<file path="src/rtl/decoder_scan_if.sv">
// Bundle of the decoder_scan control inputs and registered outputs.
// The master drives en/mode/dir/sel; the slave (the decoder) drives out/idx/wrap/cnt.
interface decoder_scan_if #(
    parameter int N   = 4,
    parameter int DIV = 4
);
    localparam int OW = 1 << N;
    localparam int CW = (DIV > 1) ? $clog2(DIV) : 1;

    // Handshake-free bus: inputs are sampled on every rising clk edge, and outputs
    // are valid from #1 after that edge until the next one.
    logic          en;
    logic          mode;
    logic          dir;
    logic [N-1:0]  sel;
    logic [OW-1:0] out;
    logic [N-1:0]  idx;
    logic          wrap;
    logic [CW-1:0] cnt;

    modport master (
        output en, mode, dir, sel,
        input  out, idx, wrap, cnt
    );

    modport slave (
        input  en, mode, dir, sel,
        output out, idx, wrap, cnt
    );
endinterface

</file>
<file path="src/rtl/decoder_scan.sv">
// N-to-2**N registered decoder with a direct-select mode and a prescaled
// walking-one scan mode. The prescaler count is exported on the bus for observation.
module decoder_scan #(
    parameter int N   = 4,
    parameter int DIV = 4
) (
    input  logic          clk,
    input  logic          rst,
    decoder_scan_if.slave bus
);
    localparam int              OW      = 1 << N;
    localparam int              CW      = (DIV > 1) ? $clog2(DIV) : 1;
    localparam logic [CW-1:0]   CNT_MAX = CW'(DIV - 1);
    localparam logic [CW-1:0]   CNT_ONE = CW'(1);
    localparam logic [N-1:0]    IDX_ONE = N'(1);
    localparam logic [N-1:0]    IDX_MAX = '1;
    localparam logic [OW-1:0]   OUT_B0  = OW'(1);

    logic [N-1:0]  idx_q, idx_d;
    logic [CW-1:0] cnt_q, cnt_d;
    logic          wrap_q, wrap_d;
    logic [OW-1:0] out_q, out_d;

    always_comb begin
        idx_d  = idx_q;
        cnt_d  = cnt_q;
        wrap_d = 1'b0;
        if (!bus.mode) begin
            idx_d = bus.sel;
            cnt_d = '0;
        end else if (cnt_q == CNT_MAX) begin
            cnt_d = '0;
            if (bus.dir) begin
                idx_d  = idx_q - IDX_ONE;
                wrap_d = (idx_q == '0);
            end else begin
                idx_d  = idx_q + IDX_ONE;
                wrap_d = (idx_q == IDX_MAX);
            end
        end else begin
            cnt_d = cnt_q + CNT_ONE;
        end
        // Decode the next index so out and idx always change on the same edge.
        out_d = bus.en ? (OUT_B0 << idx_d) : '0;
    end

    always_ff @(posedge clk or posedge rst) begin
        if (rst) begin
            idx_q  <= '0;
            cnt_q  <= '0;
            wrap_q <= 1'b0;
            out_q  <= OUT_B0;
        end else begin
            idx_q  <= idx_d;
            cnt_q  <= cnt_d;
            wrap_q <= wrap_d;
            out_q  <= out_d;
        end
    end

    assign bus.out  = out_q;
    assign bus.idx  = idx_q;
    assign bus.wrap = wrap_q;
    assign bus.cnt  = cnt_q;
endmodule

</file>
<file path="src/flat_wrapper.sv">
// flat-port wrapper written by rule: the top's interface ports become plain ports
module decoder_scan_flat 
#(
    parameter int N   = 4,
    parameter int DIV = 4
)
  (clk, rst, bus_en, bus_mode, bus_dir, bus_sel, bus_out, bus_idx, bus_wrap, bus_cnt);
  decoder_scan_if #(.N(N), .DIV(DIV)) bus_i ();
  input  logic clk;
  input  logic rst;
  input wire logic [$bits(bus_i.en)-1:0] bus_en;
  input wire logic [$bits(bus_i.mode)-1:0] bus_mode;
  input wire logic [$bits(bus_i.dir)-1:0] bus_dir;
  input wire logic [$bits(bus_i.sel)-1:0] bus_sel;
  output wire logic [$bits(bus_i.out)-1:0] bus_out;
  output wire logic [$bits(bus_i.idx)-1:0] bus_idx;
  output wire logic [$bits(bus_i.wrap)-1:0] bus_wrap;
  output wire logic [$bits(bus_i.cnt)-1:0] bus_cnt;
  assign bus_i.en = bus_en;
  assign bus_i.mode = bus_mode;
  assign bus_i.dir = bus_dir;
  assign bus_i.sel = bus_sel;
  assign bus_out = bus_i.out;
  assign bus_idx = bus_i.idx;
  assign bus_wrap = bus_i.wrap;
  assign bus_cnt = bus_i.cnt;
  decoder_scan #(.N(N), .DIV(DIV)) u_core (.clk(clk), .rst(rst), .bus(bus_i));
endmodule
</file>
<file path="config.mk">
export PLATFORM = sky130hd
export DESIGN_NAME = decoder_scan_flat
export DESIGN_NICKNAME = d
export VERILOG_FILES = /design/src/rtl/decoder_scan_if.sv /design/src/rtl/decoder_scan.sv /design/src/flat_wrapper.sv
export SDC_FILE = /design/constraint.sdc
export NUM_CORES = 1
export LEC_CHECK = 0
export CORE_MARGIN = 10
export CORE_UTILIZATION = 44
export CTS_CLUSTER_SIZE = 16
export DETAILED_ROUTE_END_ITERATION = 7
export HOLD_SLACK_MARGIN = 0.1
export PLACE_DENSITY = 0.75
export SYNTH_ARGS = -nofsm -noshare
export SYNTH_HDL_FRONTEND = slang
export SYNTH_SLANG_ARGS = --single-unit
</file>
<file path="constraint.sdc">
create_clock -name clk -period 2.5 [get_ports clk]
set_clock_uncertainty 0.1 [all_clocks]
set_input_delay 0.75 -clock clk [delete_from_list [all_inputs] [get_ports clk]]
set_output_delay 0.75 -clock clk [all_outputs]
set_load 0.01 [all_outputs]
</file>
---- Word-level counts from Yosys, hierarchy flattened ----
Index checks and enable logic that the tools add are counted.
word-level totals
  logic and storage cells ................. 20
  output and inout port bits .............. 23
  input bits .............................. 9
  register bits after elaboration ......... 23
operators by class
  reductions and logical operators ........ 1
  add/sub/neg operators ................... 3
  eq/ne operators ......................... 2
  mux-type cells .......................... 9
  shift operators ......................... 1
operators by type and width
  operator                number
  $mux W16                1
  $shl A1 B4 Y16 const A  1
  $mux W4                 3
  $add A4 B1 Y4 const B   1
  $eq A4 B4 Y1 const B    1
  $logic_not A4 Y1        1
  $mux W2                 2
  $sub A4 B1 Y4 const B   1
  $mux W1                 3
  $add A2 B1 Y2 const B   1
  $eq A2 B2 Y1 const B    1

---- Depth between registers and ports, before layout ----
  depth in word-level cells ............... 6
  depth in mapped cells ................... 8
  gate-level depth less buffers ........... 7

---- Worst setup path after synthesis ----
OpenSTA, ideal clock, no wires.
  path type ............................... input port to flip-flop
  start ................................... in bus_dir
  end ..................................... reg u_core.out_q[12] (netlist: u_core.bus.out[12])
  arrival ................................. 2.168 ns
  cell stages on the path ................. 6
  data required time ...................... 2.328 ns
  setup slack ............................. 0.159 ns
  buffers on the path ..................... 0
  setup time .............................. 0.072 ns
  cell sequence ........................... inv_1 > fa_1 > nand2_1 > a311oi_2 > or4b_1 > nor2_1
between the ends
  cells in the longest elaborated chain, start to end .. 5
ends and longest elaborated chain
  element               line                source
  from (decl)           flat_wrapper.sv:13  input wire logic [$bits(bus_i.dir)-1:0] bus_dir;
  $mux W4               decoder_scan.sv:33  if (bus.dir) begin
  $mux W4               decoder_scan.sv:31  end else if (cnt_q == CNT_MAX) begin
  $mux W4               decoder_scan.sv:28  if (!bus.mode) begin
  $shl A1 B4 Y16        decoder_scan.sv:44  out_d = bus.en ? (OUT_B0 << idx_d) : '0;
  $mux W16              decoder_scan.sv:44
  net u_core.out_d[12]  decoder_scan.sv:22  logic [OW-1:0] out_q, out_d;
  to (signal assigned)  decoder_scan.sv:57  out_q <= out_d;
  to (decl)             decoder_scan.sv:22
The timed path passes the listed nets, and every way through them passes these cells.

---- Worst setup path after layout ----
Ends and elaborated chain as after synthesis.

==> key figures <==
Run status
  – Run status: finished clean

Detailed routing
  – DR pass1 iterations: 4
  – Routed wire per std cell: 16.0 um
  – DRC Markers: 0
  – DR WL met3: 206 um
  – Metal-1 WL: 974 um
  – WL final: 2590 um
  – Via/cell ratio: 5.20
  – Number of DRC violations after detailed-routing iteration 0: 19
  – Highest metal used: met4
  – Via count: 843
  – DR WL met2: 1360 um
  – Final ANT Viol Nets: 0

Layout
  – Ratio of cells with drive above 1 in the final layout: 15.7%
  – Area growth syn-to-layout: 40.3%
  – Fin nets: 148
  – FF/Latch Area: 577 um2
  – # fillers: 197
  – Area of the multi-input gates: 394 um2
  – Antenna cell count: 0

GRT
  – First-pass GRT wire length: 4130 um
  – GRT Overall Usage: 11.8%
  – Initial antenna violation count: 0
  – Vias in the first global route: 886
  – Remaining Overflow, GRT: 0
  – Largest net degree at the start of global routing: 13

Clocking
  – Clk_lat worst skew: 320 ps
  – Clock Path Buffers: 2
  – Hold-fix buffer count after cts: 0
  – Root buf cell: clkbuf_4
  – CTS clk-pin slew, worst paths: 120 ps
  – CTS tree: yes
  – H-tree depth: 1
  – CTS sink cnt: 23
  – Num CTS Buffers: 3

Synthesis
  – Simple-gate share of the synthesized area: 22.2%
  – Xor/xnor share of the synthesized area: 1.70%
  – Post-Synth Adder-Cell Area: 5.58%
  – Largest family of logic cells by synthesized area: simple AND/OR/NAND/NOR gates
  – Dominant cells by area after synthesis: dfrtp_1, nor3_1, ha_1
  – Number of flops mapped to enable cells by yosys: 0
  – Post-synthesis sequential area ratio: 55.9%
  – Post-synthesis cell count: 94
  – Mux share of post-synthesis cell area: 0%
  – Yosys warns: 0
  – Post-synth ARST share: 100%
  – Mapped cell area: 1030 um2
  – Post-synth top cells: dfrtp_1, nor3_1, inv_1, nor2_1
  – Mapped Nets: 107
  – Primary FF master, synth: dfrtp_1
  – Yosys reg bits: 23
  – Post-synth top area share: 53.4%
  – Compound-cell area share of the yosys netlist: 8.13%
  – Mean post-synth cell area: 11.0 um2
  – Most common cell in the netlist: dfrtp_1
  – Area leader, netlist: dfrtp_1
  – Cell variety after synth: 34

Floorplan
  – Num rows: 17
  – Core area: 2210 um2
  – Die width: 68.4 um
  – I/O pins: 32
  – Die height: 68.4 um
  – Initial Utilization: 46.6%
  – Die Outline Area: 4680 um2

Pwr
  – Clock power frac: 21.3%
  – Reg power frac: 51.2%
  – Sw power: 0.242 mW
  – Peak supply drop: 0.488 mV
  – Switch share: 30.0%
  – Combinational group share of total power: 27.5%
  – PD cells: 559 nW/um2
  – Pint: 0.566 mW
  – Leak: 0.652 nW
  – Total power: 0.808 mW

Placement
  – HPWL Detailed: 2030 um
  – Port bufs: 31
  – GPL Wtd Cong: 0.767
  – Worst slack at placement: -499 ps

Hold path
  – Hold Path Class: flip-flop to flip-flop
  – Hold Path Depth: 1

Worst setup path
  – Crit end category: flip-flop
  – Reg-to-Reg Start: u_core.bus.idx[0]$_DFF_PP0_
  – R2R depth: 6
  – Worst path arrival time: 2550 ps
  – R2R Setup Slk: 260 ps
  – Crit Path Max Fanout: 4
  – R2r endpoint: u_core.bus.out[12]$_DFF_PP0_
  – CP Launch Point: bus_dir
  – CP required: 2650 ps
  – CP Class: primary input to flip-flop
  – Worst setup endpoint: u_core.bus.out[12]$_DFF_PP0_
  – CP Launch Type: primary input

STA
  – Headroom to the max-slew limit: 70.5%
  – Maximum clock frequency: 417 MHz
  – Fin. max-slew vios: 0
  – Tcrit/Tclk final: 95.9%
  – Final Hold Vio Count: 0
  – Final setup violation count: 0
  – Worst-Margin Slew: 442 ps
  – Setup ws final: 103 ps
  – Min Tclk post-route: 2400 ps

Run
  – Max_cap viols: 0
==> timing repair <==
item,in CTS,in global routing
setup buffers,1,0
resized for setup,2,1
pin swaps,1,0
endpoints found under the setup margin,13,1
==> registers in the layout, summed over array words and instances, names as in the netlist <==
signal,count
u_core.bus.out,16
u_core.bus.cnt,2
u_core.bus.wrap,1
u_core.bus.idx,4
==> power by group through the flow <==
stage | combinational (mW) | sequential, mW | clock, mW
floorplan | 0.109 | 0.429 | 0
global route | 0.243 | 0.417 | 0.190
finish | 0.222 | 0.413 | 0.172
detailed placement | 0.219 | 0.421 | 0
CTS | 0.223 | 0.414 | 0.179
global placement | 0.211 | 0.419 | 0
==> metal layers <==
metal  vias to the layer above  global-route usage (%)
met3                         5                    4.73
met4                         0                    6.03
met2                        20                    19.7
met1                       412                    12.7
met5                         -                       0
li1                        406                       -
==> final cells by class <==
cell class | instances | area share [%]
inverter | 10 | 2.60
clock buffer | 4 | 1.82
timing repair buffer | 40 | 26.0
sequential | 23 | 39.9
tap | 28 | 2.42
multi-input combinational | 57 | 27.2
==> critical path: stages <==
cell           delay [ps]
dlygate4sd2_1         260
inv_1                  80
fa_1                  490
nand2_1                80
a311oi_2              290
or4b_4                500
nor2_1                100
==> cell usage in the layout (no fill, tap or decap), types with 2 or more instances in the layout <==
| cell type | synthesis | routed |
|---|---|---|
| clkdlybuf4s50_1 | 0 | 30 |
| dfrtp_1 | 22 | 22 |
| nor3_1 | 15 | 15 |
| buf_4 | 1 | 9 |
| inv_1 | 8 | 8 |
| nor2_1 | 5 | 5 |
| nand3_1 | 4 | 4 |
| nand2_1 | 4 | 4 |
| ha_1 | 3 | 3 |
| clkbuf_4 | 0 | 3 |
| a21o_1 | 2 | 2 |
| nor2b_1 | 2 | 2 |
| inv_2 | 2 | 2 |
| xnor2_1 | 2 | 2 |
| a211oi_1 | 2 | 2 |
| or2_4 | 1 | 2 |
==> through the flow <==
step | TNS [ps] | hold slack, ps | cells | utilization, % | cell area, um2
floorplan | 0 | 387 | 94 | - | 1030
global placement | -5850 | 343 | 157 | 63.6 | 1410
detailed placement | -6890 | 367 | 157 | 63.6 | 1410
CTS | 0 | 386 | 162 | 65.3 | 1440
global route | -89.2 | 419 | 162 | 65.4 | 1450
finish | 0 | 378 | 162 | 65.4 | 1450
==> worst min path at each step <==
stage	startpoint	to	slack (ps)
2_1_floorplan	u_core.bus.cnt[0]$_DFF_PP0_	u_core.bus.cnt[0]$_DFF_PP0_	390
5_1_grt	u_core.bus.cnt[0]$_DFF_PP0_	u_core.bus.cnt[0]$_DFF_PP0_	420
3_3_place_gp	u_core.bus.cnt[0]$_DFF_PP0_	u_core.bus.cnt[0]$_DFF_PP0_	340
4_1_cts	u_core.bus.cnt[0]$_DFF_PP0_	u_core.bus.cnt[0]$_DFF_PP0_	390
6_report	u_core.bus.cnt[0]$_DFF_PP0_	u_core.bus.cnt[0]$_DFF_PP0_	380
3_5_place_dp	u_core.bus.cnt[0]$_DFF_PP0_	u_core.bus.cnt[0]$_DFF_PP0_	370
==> logic make-up (layout without fill, tap and decap cells) <==
group,Yosys count,count (layout)
XOR/XNOR,2,2
buffers and inverters,14,54
adder cells (fa/ha/maj),4,4
AND/OR/NAND/NOR,41,41
flip-flops,23,23
AO/OA/AOI/OAI,10,10
Power figures use the tool's default switching activity.
